===== config.mk =====
export PLATFORM = sky130hd
export DESIGN_NAME = dpram_dma
export DESIGN_NICKNAME = d
export VERILOG_FILES = /design/src/rtl/dpram_dma.sv
export SDC_FILE = /design/constraint.sdc
export NUM_CORES = 1
export LEC_CHECK = 0
export ABC_CLOCK_PERIOD_IN_PS = 4470
export CAP_MARGIN = 5
export CORE_MARGIN = 3
export CORE_UTILIZATION = 35
export DETAILED_ROUTE_END_ITERATION = 10
export PLACE_DENSITY = 0.67
export SYNTH_ARGS = -nofsm -noshare
export SYNTH_HDL_FRONTEND = slang
export SYNTH_SLANG_ARGS = --single-unit

===== constraint.sdc =====
create_clock -name clock -period 4.47 [get_ports clock]
set_input_delay 0.447 -clock clock [delete_from_list [all_inputs] [get_ports clock]]
set_output_delay 0.447 -clock clock [all_outputs]
set_load 0.005 [all_outputs]

===== src/rtl/dpram_dma.sv =====
// dpram_dma - fill/copy engine driving one port of a dual-port RAM.
//
// Software loads the job inputs, pulses start, then polls busy or waits for
// done. A fill writes fill_value to length consecutive words starting at
// dst_address. A copy moves length words from src_address to dst_address,
// taking three cycles per word: RD (present source address), WAIT (the RAM's
// registered q becomes valid and is captured) and WR (write to destination).
// All address arithmetic wraps modulo 2**address_width.
//
// Optional build macro: DPRAM_DMA_OVERLAP_SAFE_EN
//   When defined, a copy whose destination lies inside (src, src+length)
//   runs in descending word order, so the result matches a memmove.
//   When undefined, copies are always ascending, and such overlaps replicate
//   the leading words (used deliberately for pattern fills).
//
// Ports:
//   clock, reset        rising-edge clock, synchronous active-high reset
//   start, mode         job request (sampled in IDLE only), 0=fill 1=copy
//   src_address         copy source base
//   dst_address         destination base
//   length              word count, 0..2**address_width
//   fill_value          word written by a fill
//   busy, done          job in progress / one-cycle completion pulse
//   ram_address, ram_wren, ram_data   registered RAM port drive
//   ram_q               RAM registered read data (one-cycle latency)
module dpram_dma #(
    parameter int address_width = 10,
    parameter int data_width    = 8
) (
    input  logic                     clock,
    input  logic                     reset,
    input  logic                     start,
    input  logic                     mode,
    input  logic [address_width-1:0] src_address,
    input  logic [address_width-1:0] dst_address,
    input  logic [address_width:0]   length,
    input  logic [data_width-1:0]    fill_value,
    output logic                     busy,
    output logic                     done,
    output logic [address_width-1:0] ram_address,
    output logic                     ram_wren,
    output logic [data_width-1:0]    ram_data,
    input  logic [data_width-1:0]    ram_q
);

    typedef enum logic [2:0] {IDLE, FILL, RD, WAIT, WR, FIN} state_t;

    state_t                   state_reg, state_next;
    logic [address_width:0]   cnt_reg, cnt_next;     // words completed
    logic [address_width-1:0] off_reg, off_next;     // current word offset i
    logic [address_width-1:0] src_reg, src_next;
    logic [address_width-1:0] dst_reg, dst_next;
    logic [address_width:0]   len_reg, len_next;
    logic                     desc_reg, desc_next;   // descending word order
    logic                     busy_reg, busy_next;
    logic                     done_reg, done_next;
    logic [address_width-1:0] addr_reg, addr_next;
    logic                     wren_reg, wren_next;
    logic [data_width-1:0]    data_reg, data_next;

    logic                     desc_start;
    logic [address_width-1:0] off_start;
    logic [address_width:0]   cnt_inc;
    logic                     last_word;
    logic [address_width-1:0] off_step;

`ifdef DPRAM_DMA_OVERLAP_SAFE_EN
    logic [address_width-1:0] gap;
    // Destination strictly inside the source window: ascending order would
    // overwrite source words before they are read, so walk from the top.
    always_comb begin
        gap        = dst_address - src_address;
        desc_start = mode && (gap != '0) && ({1'b0, gap} < length);
    end
`else
    assign desc_start = 1'b0;
`endif

    assign off_start = desc_start ? (length[address_width-1:0] - 1'b1) : '0;
    assign cnt_inc   = cnt_reg + 1'b1;
    assign last_word = (cnt_inc == len_reg);
    assign off_step  = desc_reg ? (off_reg - 1'b1) : (off_reg + 1'b1);

    // Output registers are loaded with the values belonging to the state
    // being entered, so every output is a flop yet matches its state.
    always_comb begin
        state_next = state_reg;
        cnt_next   = cnt_reg;
        off_next   = off_reg;
        src_next   = src_reg;
        dst_next   = dst_reg;
        len_next   = len_reg;
        desc_next  = desc_reg;
        busy_next  = 1'b0;
        done_next  = 1'b0;
        addr_next  = addr_reg;
        wren_next  = 1'b0;
        data_next  = data_reg;

        case (state_reg)
            IDLE: begin
                if (start) begin
                    src_next  = src_address;
                    dst_next  = dst_address;
                    len_next  = length;
                    desc_next = desc_start;
                    cnt_next  = '0;
                    off_next  = off_start;
                    if (length == '0) begin
                        state_next = FIN;
                        done_next  = 1'b1;
                    end else if (!mode) begin
                        state_next = FILL;
                        busy_next  = 1'b1;
                        wren_next  = 1'b1;
                        addr_next  = dst_address;
                        data_next  = fill_value;
                    end else begin
                        state_next = RD;
                        busy_next  = 1'b1;
                        addr_next  = src_address + off_start;
                    end
                end
            end
            FILL: begin
                if (last_word) begin
                    state_next = FIN;
                    done_next  = 1'b1;
                end else begin
                    cnt_next  = cnt_inc;
                    off_next  = off_step;
                    busy_next = 1'b1;
                    wren_next = 1'b1;
                    addr_next = dst_reg + off_step;
                end
            end
            RD: begin
                state_next = WAIT;
                busy_next  = 1'b1;
            end
            WAIT: begin
                // ram_q reflects the RD address during this cycle.
                state_next = WR;
                busy_next  = 1'b1;
                wren_next  = 1'b1;
                addr_next  = dst_reg + off_reg;
                data_next  = ram_q;
            end
            WR: begin
                if (last_word) begin
                    state_next = FIN;
                    done_next  = 1'b1;
                end else begin
                    state_next = RD;
                    cnt_next   = cnt_inc;
                    off_next   = off_step;
                    busy_next  = 1'b1;
                    addr_next  = src_reg + off_step;
                end
            end
            FIN: begin
                state_next = IDLE;
            end
            default: begin
                state_next = IDLE;
            end
        endcase
    end

    always_ff @(posedge clock) begin
        if (reset) begin
            state_reg <= IDLE;
            cnt_reg   <= '0;
            off_reg   <= '0;
            src_reg   <= '0;
            dst_reg   <= '0;
            len_reg   <= '0;
            desc_reg  <= 1'b0;
            busy_reg  <= 1'b0;
            done_reg  <= 1'b0;
            addr_reg  <= '0;
            wren_reg  <= 1'b0;
            data_reg  <= '0;
        end else begin
            state_reg <= state_next;
            cnt_reg   <= cnt_next;
            off_reg   <= off_next;
            src_reg   <= src_next;
            dst_reg   <= dst_next;
            len_reg   <= len_next;
            desc_reg  <= desc_next;
            busy_reg  <= busy_next;
            done_reg  <= done_next;
            addr_reg  <= addr_next;
            wren_reg  <= wren_next;
            data_reg  <= data_next;
        end
    end

    assign busy        = busy_reg;
    assign done        = done_reg;
    assign ram_address = addr_reg;
    assign ram_wren    = wren_reg;
    assign ram_data    = data_reg;

endmodule


==> impl_metrics.tcl <==
set metrics [dict create \
    p_leak_nw 2.26 \
    cts_tree "yes" \
    ant_nets 0 \
    routedWlPerCell_um 16.3 \
    num_vias 4596 \
    fill_cells 1346 \
    drive_gt1_share_pct 8.80 \
    syn-num-nets 679 \
    post-cts-setup-buffer-count 0 \
    drt_iter0_markers 337 \
    comb_power_share_pct 24.0 \
    hpwlAfterDp_um 10000 \
    grt_setup_unrepaired "no" \
    min_period_ns 3.69 \
    start_kind "register" \
    synthXorXnorAreaFrac_pct 6.64 \
    diodes 0 \
    place_congestion 0.934 \
    syn_area_um2 4860 \
    cts_buffers 9 \
    num_rows 42 \
    synth_adder_area_share_pct 5.97 \
    relSlewSlack_pct 19.4 \
    synth_top_area_share_pct 31.3 \
    avgSynthCellArea_um2 8.02 \
    grt_pass1_wl_um 22200 \
    final_hold_viol_count 0 \
    ys_types 68 \
    track_usage_pct 18.3 \
    ys_seq_elements 76 \
    syn2layout_area_growth_pct 23.0 \
    skew_ns 0.00627 \
    clkPwrFrac_pct 37.8 \
    p_sw_w 0.000608 \
    totalWireLength_um 13600 \
    arrival_ns 3.94 \
    placed_area_um2 5650 \
    synth_ff_type "dfxtp_1" \
    global_route.overflow_total 0 \
    yosys_warnings 0 \
    fin_area_um2 5980 \
    yosysSeqAreaShare_pct 31.3 \
    clock_latency_ns 0.34 \
    setup_violations 0 \
    p_per_area_nw_per_um2 346 \
    antenna_found_initial 0 \
    grt_max_degree 58 \
    worstSetupPathType "register to register" \
    utilization_pct 44.6 \
    dieArea_um2 15300 \
    synth_top_family_by_area "compound AO/OA/AOI/OAI gates" \
    clkSinkCount 76 \
    die_w_um 124 \
    synthTopCellsByCount "nand2_1 (89), dfxtp_1 (76), a21oi_1 (69)" \
    htree_levels 3 \
    cp.required_ns 4.72 \
    synth_compound_area_share_pct 23.1 \
    drc_errors 0 \
    nNetsFinal 727 \
    viasPerCell 5.50 \
    setup_slack_ns 0.778 \
    synthMuxAreaShare_pct 6.23 \
    synth_largest_area_cell "dfxtp_1" \
    synth_area_leaders "dfxtp_1 (31%), a21oi_1 (7.1%), nand2_1 (6.9%)" \
    setup_tns_ns 0 \
    initial_utilization_pct 36.3 \
    cts-resized-gates 0 \
    drt-pass1-iter-count 5 \
    pre_cts_slack_ns 0.844 \
    p_seq_share_pct 38.2 \
    synthMostInstantiatedCell "nand2_1" \
    worstMarginPinSlew_ns 1.21 \
    hold_buffers 0 \
    port-buffer-count 71 \
    drv_cap 0 \
    endpoint_kind "register" \
    hold_path.class "register to register" \
    p_sw_share_pct 29.4 \
    clk_pin_slew_ns 0.06 \
    core_area_um2 13400 \
    fmaxAchievable_mhz 271 \
    synthSimpleGateAreaFrac_pct 21.8 \
    grt_pass1_vias 4456 \
    synth_cells 606 \
    io_pins 72 \
    clockRootBuffer "clkbuf_16" \
    post-route-period-util_pct 82.6 \
    ir_drop_uv 231 \
    maxSlewViolCount 0 \
    crit_fanout 14 \
    die_height_um 124 \
    synth_edf_count 0 \
    clk_path_buf_depth 2 \
    p_int_w 0.00146 \
    status "completed" \
    synth-async-reset-ratio_pct 0 \
]
[through the flow]
stage	total power, W	hold slack, ns	std cells
final	0.00207	0.471	835
after global placement	0.00129	0.458	819
after global routing	0.00217	0.498	835
after CTS	0.00208	0.473	835
after floorplan	0.00111	0.433	606
after detailed placement	0.00130	0.465	819
[placed cells by master, fill, tap and decap left out, drive strengths merged, types with 9 or more instances in the layout]
cell type	n
inv	20
xnor2	22
nand2	89
mux2i	19
dfxtp	76
ha	20
nand3b	9
mux2	10
xor2	14
a211oi	17
a31oi	25
clkbuf	13
nor2	31
a21oi	69
nand3	26
nor3	15
o21ai	19
clkdlybuf4s50	70
[kinds of logic after synthesis]
logic type               Yosys count
flip-flops                        76
buffers and inverters             58
adder cells (fa/ha/maj)           22
XOR/XNOR                          36
multiplexers                      29
AO/OA/AOI/OAI                    170
AND/OR/NAND/NOR                  215
[worst paths after layout]
path	slack [ns]	startpoint	depth (start not counted)	to
setup / recovery	0.78	state_reg[2]$_SDFFE_PP0P_	11	ram_address[9]$_SDFFE_PP0P_
hold reg to reg	0.47	len_reg[1]$_SDFFE_PP0P_	2	len_reg[1]$_SDFFE_PP0P_
setup reg to reg	0.78	state_reg[2]$_SDFFE_PP0P_	11	ram_address[9]$_SDFFE_PP0P_
hold / removal	0.47	len_reg[1]$_SDFFE_PP0P_	2	len_reg[1]$_SDFFE_PP0P_
[layout make-up]
type                    count  area (um2)  share of cell area, %
clock buffers              13         280                   4.69
well taps                 176         220                   3.68
clock inverters             3        42.5                  0.712
repair buffers             75         736                   12.3
multi-input cells         472        3100                   51.9
inverters                  20        75.1                   1.26
flip-flops and latches     76        1520                   25.5
[metal layers]
| metal | GRT usage (%) | routed length [um] |
|---|---|---|
| met1 | 24.1 | 6340 |
| met2 | 30.1 | 6400 |
| met3 | 3.63 | 676 |
| met4 | 5.67 | 193 |
| met5 | 0 | 0 |
[worst max-delay path, stage by stage, from the launching register on]
cell and delay (ns):
dfxtp_1 0.57, nor3b_1 0.70, buf_4 0.31, mux2_2 0.35
ha_1 0.36, nand3_1 0.11, o211ai_1 0.25, o21ai_0 0.17
o21ai_0 0.25, xnor2_1 0.15, a21oi_1 0.09, a311oi_2 0.28
[power by group through the flow]
stage               registers [W]  clock network (W)  logic, W
floorplan                0.000782                  0  0.000329
global placement         0.000800                  0  0.000486
detailed placement       0.000802                  0  0.000494
CTS                      0.000788           0.000797  0.000498
global route             0.000797           0.000826  0.000549
finish                   0.000788           0.000781  0.000496
Power figures use the tool's default switching activity.
